<file path="src/rtl/bcd_timer_pkg.sv">
//------------------------------------------------------------------------------
// Module   : bcd_timer_pkg
// Brief    : Shared state type, BCD digit limits and the per-digit preset clamp.
// Revision : 1.0 - initial release
//------------------------------------------------------------------------------
`default_nettype none

package bcd_timer_pkg;

    typedef enum logic [1:0] {
        ST_IDLE    = 2'd0,
        ST_RUN     = 2'd1,
        ST_PAUSE   = 2'd2,
        ST_EXPIRED = 2'd3
    } state_t;

    localparam logic [3:0] BCD_NINE = 4'd9;
    localparam logic [3:0] BCD_FIVE = 4'd5;

    function automatic logic [3:0] bcd_clamp(input logic [3:0] digit, input logic [3:0] max_val);
        return (digit > max_val) ? max_val : digit;
    endfunction

endpackage

`default_nettype wire

</file>
<file path="src/rtl/bcd_down_digit.sv">
//------------------------------------------------------------------------------
// Module   : bcd_down_digit
// Brief    : One BCD down-counting digit; wraps 0 -> MAX and raises borrow_out.
// Revision : 1.0 - initial release
//------------------------------------------------------------------------------
`default_nettype none

module bcd_down_digit
    import bcd_timer_pkg::*;
#(
    parameter logic [3:0] MAX = BCD_NINE
) (
    input  logic       clk,
    input  logic       rst_n,
    input  logic       dec,
    input  logic       ld,
    input  logic [3:0] ld_val,
    output logic [3:0] value,
    output logic       borrow_out
);

    logic [3:0] r_value;

    always_ff @(posedge clk or negedge rst_n) begin
        if (!rst_n) begin
            r_value <= 4'd0;
        end else if (ld) begin
            r_value <= ld_val;
        end else if (dec) begin
            r_value <= (r_value == 4'd0) ? MAX : r_value - 4'd1;
        end
    end

    assign value      = r_value;
    assign borrow_out = dec & (r_value == 4'd0);

endmodule

`default_nettype wire

</file>
<file path="src/rtl/bcd_countdown_timer.sv">
//------------------------------------------------------------------------------
// Module   : bcd_countdown_timer
// Brief    : mm:ss BCD countdown timer with prescaler, pause and expiry flag.
//            Define BCD_TIMER_AUTO_RELOAD_EN to reload the stored preset on expiry.
// Revision : 1.0 - initial release
//------------------------------------------------------------------------------
`default_nettype none

module bcd_countdown_timer
    import bcd_timer_pkg::*;
#(
    parameter int unsigned TICK_DIV     = 1,
    parameter int unsigned MIN_TENS_MAX = 9
) (
    input  logic       clk,
    input  logic       rst_n,
    input  logic       tick,
    input  logic       load,
    input  logic [7:0] preset_min,
    input  logic [7:0] preset_sec,
    input  logic       start,
    input  logic       stop,
    output logic [7:0] min,
    output logic [7:0] sec,
    output logic       running,
    output logic       expired,
    output logic       done
);

    localparam logic [7:0] c_presc_last   = 8'(TICK_DIV - 1);
    localparam logic [3:0] c_min_tens_max = 4'(MIN_TENS_MAX);

    state_t     r_state, w_state_nxt;
    logic [7:0] r_presc, w_presc_nxt;
    logic [7:0] r_pre_min, r_pre_sec;
    logic       r_done, w_done_nxt;
    logic       w_dec, w_reload, w_ld;
    logic [7:0] w_clamp_min, w_clamp_sec, w_ld_min, w_ld_sec;
    logic [3:0] w_so, w_st, w_mo, w_mt;
    logic       w_so_borrow, w_st_borrow, w_mo_borrow, w_unused_borrow;
    logic       w_is_zero, w_is_one;

    assign w_clamp_min = {bcd_clamp(preset_min[7:4], c_min_tens_max), bcd_clamp(preset_min[3:0], BCD_NINE)};
    assign w_clamp_sec = {bcd_clamp(preset_sec[7:4], BCD_FIVE), bcd_clamp(preset_sec[3:0], BCD_NINE)};

    // Reload shares the digit load port; an external load always wins.
    assign w_ld     = load | w_reload;
    assign w_ld_min = load ? w_clamp_min : r_pre_min;
    assign w_ld_sec = load ? w_clamp_sec : r_pre_sec;

    assign w_is_zero = ({min, sec} == 16'h0000);
    assign w_is_one  = ({min, sec} == 16'h0001);

    always_comb begin
        w_state_nxt = r_state;
        w_presc_nxt = r_presc;
        w_done_nxt  = 1'b0;
        w_dec       = 1'b0;
        w_reload    = 1'b0;
        if (load) begin
            w_state_nxt = ST_IDLE;
            w_presc_nxt = 8'd0;
        end else if (stop) begin
            if (r_state == ST_RUN) begin
                w_state_nxt = ST_PAUSE;
            end
        end else if (start) begin
            if (((r_state == ST_IDLE) || (r_state == ST_PAUSE)) && !w_is_zero) begin
                w_state_nxt = ST_RUN;
                w_presc_nxt = 8'd0;
            end
        end else if (tick && (r_state == ST_RUN)) begin
            if (r_presc == c_presc_last) begin
                w_presc_nxt = 8'd0;
                if (w_is_one) begin
                    w_done_nxt = 1'b1;
`ifdef BCD_TIMER_AUTO_RELOAD_EN
                    w_reload    = 1'b1;
`else
                    w_dec       = 1'b1;
                    w_state_nxt = ST_EXPIRED;
`endif
                end else begin
                    w_dec = 1'b1;
                end
            end else begin
                w_presc_nxt = r_presc + 8'd1;
            end
        end
    end

    always_ff @(posedge clk or negedge rst_n) begin
        if (!rst_n) begin
            r_state   <= ST_IDLE;
            r_presc   <= 8'd0;
            r_pre_min <= 8'h00;
            r_pre_sec <= 8'h00;
            r_done    <= 1'b0;
        end else begin
            r_state <= w_state_nxt;
            r_presc <= w_presc_nxt;
            r_done  <= w_done_nxt;
            if (load) begin
                r_pre_min <= w_clamp_min;
                r_pre_sec <= w_clamp_sec;
            end
        end
    end

    bcd_down_digit #(.MAX(BCD_NINE)) u_sec_ones (
        .clk(clk), .rst_n(rst_n), .dec(w_dec), .ld(w_ld), .ld_val(w_ld_sec[3:0]),
        .value(w_so), .borrow_out(w_so_borrow)
    );

    bcd_down_digit #(.MAX(BCD_FIVE)) u_sec_tens (
        .clk(clk), .rst_n(rst_n), .dec(w_so_borrow), .ld(w_ld), .ld_val(w_ld_sec[7:4]),
        .value(w_st), .borrow_out(w_st_borrow)
    );

    bcd_down_digit #(.MAX(BCD_NINE)) u_min_ones (
        .clk(clk), .rst_n(rst_n), .dec(w_st_borrow), .ld(w_ld), .ld_val(w_ld_min[3:0]),
        .value(w_mo), .borrow_out(w_mo_borrow)
    );

    // Minute tens never borrows: the value is never decremented below 00:00.
    bcd_down_digit #(.MAX(BCD_NINE)) u_min_tens (
        .clk(clk), .rst_n(rst_n), .dec(w_mo_borrow), .ld(w_ld), .ld_val(w_ld_min[7:4]),
        .value(w_mt), .borrow_out(w_unused_borrow)
    );

    assign min     = {w_mt, w_mo};
    assign sec     = {w_st, w_so};
    assign running = (r_state == ST_RUN);
    assign expired = (r_state == ST_EXPIRED);
    assign done    = r_done;

endmodule

`default_nettype wire

</file>
<file path="config.mk">
export PLATFORM = sky130hd
export DESIGN_NAME = bcd_countdown_timer
export DESIGN_NICKNAME = d
export VERILOG_FILES = /design/src/rtl/bcd_timer_pkg.sv /design/src/rtl/bcd_down_digit.sv /design/src/rtl/bcd_countdown_timer.sv
export SDC_FILE = /design/constraint.sdc
export NUM_CORES = 1
export LEC_CHECK = 0
export BUFFER_PORTS_ARGS = -buffer_cell sky130_fd_sc_hd__buf_4
export CAP_MARGIN = 20
export CORE_ASPECT_RATIO = 0.6
export CORE_MARGIN = 2
export CORE_UTILIZATION = 26
export CTS_CLUSTER_SIZE = 10
export DETAILED_ROUTE_END_ITERATION = 8
export PLACE_DENSITY = 0.54
export SYNTH_ARGS = -nofsm -noshare
export SYNTH_HDL_FRONTEND = slang
export SYNTH_SLANG_ARGS = --single-unit
</file>
<file path="constraint.sdc">
create_clock -name clk -period 6.69 [get_ports clk]
set_input_delay 0.669 -clock clk [delete_from_list [all_inputs] [get_ports clk]]
set_output_delay 0.669 -clock clk [all_outputs]
set_load 0.005 [all_outputs]
</file>
Word-level counts from Yosys, hierarchy flattened
Index checks and enable logic that the tools add are counted.

word-level totals
  output and inout bits = 19
  register bits after elaboration = 27
  word-level logic and storage cells = 89
  input bits = 22

operators by class
  add/sub/neg operators = 5
  bitwise operators = 3
  magnitude comparators = 4
  muxes and demuxes = 41
  equality and inequality tests = 8
  reductions and logical operators = 21

operators by type and width
  operator             number
  $mux 4               16
  $mux 8               6
  $eq 16x1->1 const B  1
  $logic_not 16->1     1
  $logic_not 4->1      4
  $mux 2               8
  $sub 4x1->4 const B  4
  $gt 4x4->1 const B   3
  $reduce_bool 4->1    3
  $mux 1               11
  $add 8x1->8 const B  1
  $logic_not 8->1      1
  $reduce_bool 2->1    4
  $ne 3x2->1 const B   2
  $reduce_and 5->1     1
  $eq 2x2->1 const B   2
  $gt 4x3->1 const B   1
  $ne 4x2->1 const B   1
  $and 1x1->1          3
  $reduce_and 3->1     1
  $reduce_bool 3->1    1
  $eq 2x1->1 const B   1
  $logic_and 1x1->1    2
  $logic_not 2->1      1
  3 further kinds      3

Logic depth before layout (Yosys ltp)
  depth in word-level cells = 11
  depth in mapped cells = 8
  mapped depth without buffers = 7

Hierarchy
From an unflattened synthesis, not the netlist that was laid out.

second synthesis, totals
  cell total of the unflattened synthesis = 230
  area, all modules = 2268.4 sq um

by module, submodules not included
  module                            cells an instance  seq. area each (sq um)  area an instance (sq um)  times used
  bcd_countdown_timer               143                675.6                   1372.6                    1
  bcd_down_digit at u_min_ones ...  22                 100.1                   231.5                     3
  bcd_down_digit at u_sec_tens      21                 100.1                   201.4                     1

Least setup slack after synthesis
OpenSTA, ideal clock, no wires.

  path type = register to register
  from = register r_presc[0]
  to = register u_sec_ones.r_value[1], in the netlist u_sec_ones.value[1]
  library setup time = 0.082 ns
  path slack = 4.405 ns
  path buffers = 1
  required time = 6.608 ns
  data arrival time = 2.203 ns
  clock period less this slack = 2.285 ns
  stages on the path, launching flop included = 8
  cell sequence = dfrtp_1 inv_1 ha_1 or4b_1 buf_2 or4_1 or4_1 a31oi_1

between the ends
  word-level cells in the longest chain between the ends = 7

ends and longest elaborated chain
  item                         RTL line                    source
  from (decl)                  bcd_countdown_timer.sv:34   logic [7:0] r_presc, w_presc_nxt;
  from (signal assigned)       bcd_countdown_timer.sv:101  r_presc <= w_presc_nxt;
  $logic_not 8->1              bcd_countdown_timer.sv:73   if (r_presc == c_presc_last) begin
  $mux 1                       bcd_countdown_timer.sv:73
  $mux 1                       bcd_countdown_timer.sv:72   end else if (tick && (r_state == ST_RUN)) begin
  $mux 1                       bcd_countdown_timer.sv:67   end else if (start) begin
  $mux 1                       bcd_countdown_timer.sv:63   end else if (stop) begin
  $mux 1                       bcd_countdown_timer.sv:60   if (load) begin
  $reduce_bool 2->1 (no line)  --
  to (signal assigned)         bcd_down_digit.sv:28        r_value <= ld_val;
  to (signal assigned)         bcd_down_digit.sv:30        r_value <= (r_value == 4'd0) ? MAX : r_value - 4'd1;
  to (decl)                    bcd_down_digit.sv:22        logic [3:0] r_value;

No other way between the ends.
A chain may end at the register's enable or synchronous reset.

Worst setup path after layout
  from = register r_presc[0]
  to = register u_min_tens.r_value[3], in the netlist u_min_tens.value[3]

between the ends
  word-level cells in the longest chain between the ends = 10

ends and longest elaborated chain
  item                         RTL line                   source
  $logic_not 8->1              bcd_countdown_timer.sv:73
  $mux 1                       bcd_countdown_timer.sv:73
  $mux 1                       bcd_countdown_timer.sv:72
  $mux 1                       bcd_countdown_timer.sv:67
  $mux 1                       bcd_countdown_timer.sv:63
  $mux 1                       bcd_countdown_timer.sv:60
  $and 1x1->1 (3 in series)    bcd_down_digit.sv:35       assign borrow_out = dec & (r_value == 4'd0);
  $reduce_bool 2->1 (no line)  --
  to (signal assigned)         bcd_down_digit.sv:28
  to (signal assigned)         bcd_down_digit.sv:30
  to (decl)                    bcd_down_digit.sv:22

No other way between the ends.

==> impl_results.md <==
- Post-Synth Simple-Gate Area: 26.6%
- Top-level I/O count: 41
- Die H: 65.4 µm
- Cell depth of the worst flop-to-flop path: 7
- First-pass GRT wire length: 7110 µm
- CP delay by family, top: simple AND/OR/NAND/NOR gates
- Largest net degree at the start of global routing: 28
- Synth top area share: 41.3%
- Initial DRC Count: 78
- Core Rows: 22
- MaxCap Viol Count: 0
- Mapped Area: 1640 µm²
- Leading area contributor after synthesis: dfrtp_1
- Post-CTS setup buffers: 0
- Asr flop ratio synth: 100%
- Die W: 106 µm
- Final ANT Viol Nets: 0
- Top cells by area, synth: dfrtp_1, nor2_1, o21ai_0
- Crit. End Element: register
- Setup violators final: 0
- Leak: 0.888 nW
- Final wirelength: 4310 µm
- TritonCTS Buffers: 3
- RSZ-0062 raised after global routing: no
- CP arrival: 2.65 ns
- Total Power: 0.340 mW
- Main combinational cell family by area after synthesis: simple AND/OR/NAND/NOR gates
- Cells after Synth: 181
- Drt pass-1 iters: 4
- Synth Flop Type: dfrtp_1
- Post-detailed-placement half-perimeter wirelength: 3300 µm
- Max IR drop VDD: 93.5 µV
- Share of cells above drive strength 1: 22.1%
- CP bufs+invs: 1
- WP data required: 6.86 ns
- Crit path kind: register to register
- Dpl cells: 297
- Clk_lat worst skew: 0.27 ns
- Final Cycle Share: 37.0%
- Core Util, Final: 33.8%
- Worst Max-Slew Pin Slew: 0.668 ns
- CTS max path bufs: 2
- Vias after detailed routing: 1463
- Routability cong.: 0.772
- # clock sinks: 27
- Fillers: 650
- Worst relative slew slack: 55.2%
- Clk slew on worst S/H paths: 0.09 ns
- Multiplexer area fraction after synthesis: 3.14%
- Ys Warns: 0
- Pre-CTS setup slack: 4.10 ns
- Post-Synth Adder-Cell Area: 1.53%
- Footprint of the multi-input gates: 898 µm²
- Die Area: 6960 µm²
- Diodes inserted: 0
- Clk root buf: clkbuf_8
- Synthesized area per cell: 9.03 µm²
- Worst-path cell chain: inv_1, ha_1, or4b_1, nor4_4, nand4_1, xnor2_1, mux2_2
- Cell variety after synth: 49
- Nets: 242
- GRT Resource Usage Total: 13.1%
- Pwr Density: 165 nW/µm²
- Slowest stage delay, CP: 0.57 ns
- Worst hold path type: input pin to asynchronous set/reset pin
- Initial core utilization: 26.9%
- Vias in the first global route: 1386
- Status: completed
- GRT overflow: 0
- Initial antenna violation count: 0
- Final TNS setup: 0 ns
- Slowest-stage cell, CP: or4b_1
- Final setup margin: 4.21 ns
- Port-buffer cells: 40
- Area of the core: 6080 µm²
- Maximum fanout along the worst path: 8
- Layout Cells excl Fill: 301
- Max-slew violation count: 0
- Clock Skews: 0.00179 ns
- Syn_nets: 205
- Vias per std cell: 4.86
- Synth Area in Compound Gates: 19.9%
- H-Tree Depth: 1
- Highest Clock Rate: 0.404 GHz
- Area delta synth->final: 25.6%
- Synthesis-stage register bit count: 27
- FF+latch area: 676 µm²
- Routed len/inst: 14.3 µm
- DR DRC count: 0
- # resized after CTS: 0
- Tmin final: 2.48 ns
- # hold bufs at CTS: 0
- Number of synthesized flops with an enable pin: 0
- CP Launch Type: register
- Part of the Yosys area used for sequential elements: 41.3%
- Synthesized-area fraction occupied by xor and xnor cells: 3.75%
- Final hold violations: 0
- CTS tree: built
- Crit. path cell count: 7
## metal layers
layer,global-route usage [%],wire length [µm]
met5,0,0
met4,1.97,27
met3,3.77,309
met2,17.5,1590
met1,20.6,2380
## layout make-up
type,instances,share of cell area [%]
Multi-Input combinational cell,138,43.7
Sequential cell,27,32.9
Timing Repair Buffer,40,14.6
Tap cell,84,5.12
Clock buffer,4,2.19
Inverter,8,1.46
## flip-flops by register name, summed over array words and instances, names as in the netlist
signal and flops:
done 1, u_sec_tens.value 4, u_sec_ones.value 4, u_min_ones.value 4, u_min_tens.value 4, r_state 2, r_presc 8
## path summary, 6_finish.rpt
kind	endpoint	start	slack, ns
min	u_min_tens.value[2]	rst_n	0.29
min in group clk	r_presc[7]	r_presc[7]	0.48
max reg2reg	u_min_tens.value[3]	r_presc[0]	4.21
max in group asynchronous	u_min_ones.value[1]	rst_n	6.13
max	u_min_tens.value[3]	r_presc[0]	4.21
min reg2reg	r_presc[7]	r_presc[7]	0.48
## metrics by stage
step | cell area (µm²) | hold slack, ns
2_1_floorplan | 1640 | 0.373
3_3_place_gp | 2010 | 0.464
3_5_place_dp | 2010 | 0.463
4_1_cts | 2050 | 0.309
5_1_grt | 2050 | 0.313
6_report | 2050 | 0.294
## synth_stat cells (all sizes together), types with 5 or more instances
library cell and instances:
nor4 5, dfrtp 27, inv 7, o21ai 19, nor2 15, nand2 11
nor2b 6, or4 5, xor2 5, clkbuf 7, a21oi 5, nand3 9
## cells by family (layout without fill, tap and decap cells)
logic type,count (synthesis),after routing
adders and majority gates,2,2
DFF,27,27
buffers and inverters,16,52
xor gates and xnor gates,7,7
AOI/OAI and AO/OA,50,50
muxes,5,5
and+or+nand+nor,74,74
## power by group
group	switching, mW	internal (mW)	total [mW]
logic	0.0276	0.0319	0.0596
registers	0.0131	0.171	0.185
clock network	0.0531	0.0428	0.0958
## cells in the final DEF (no fill, tap or decap), types with 5 or more instances in the layout
cell type  Yosys  layout
nor2_1        15      15
nor2b_1        6       6
nand2_1       11      11
dfrtp_1       27      27
or4_1          5       5
xor2_1         5       5
o21ai_1        9       9
inv_1          7       7
nand3_1        9       9
a21oi_1        5       5
o21ai_0       10      10
buf_4          0      40
(Power assumes the default switching activity.)
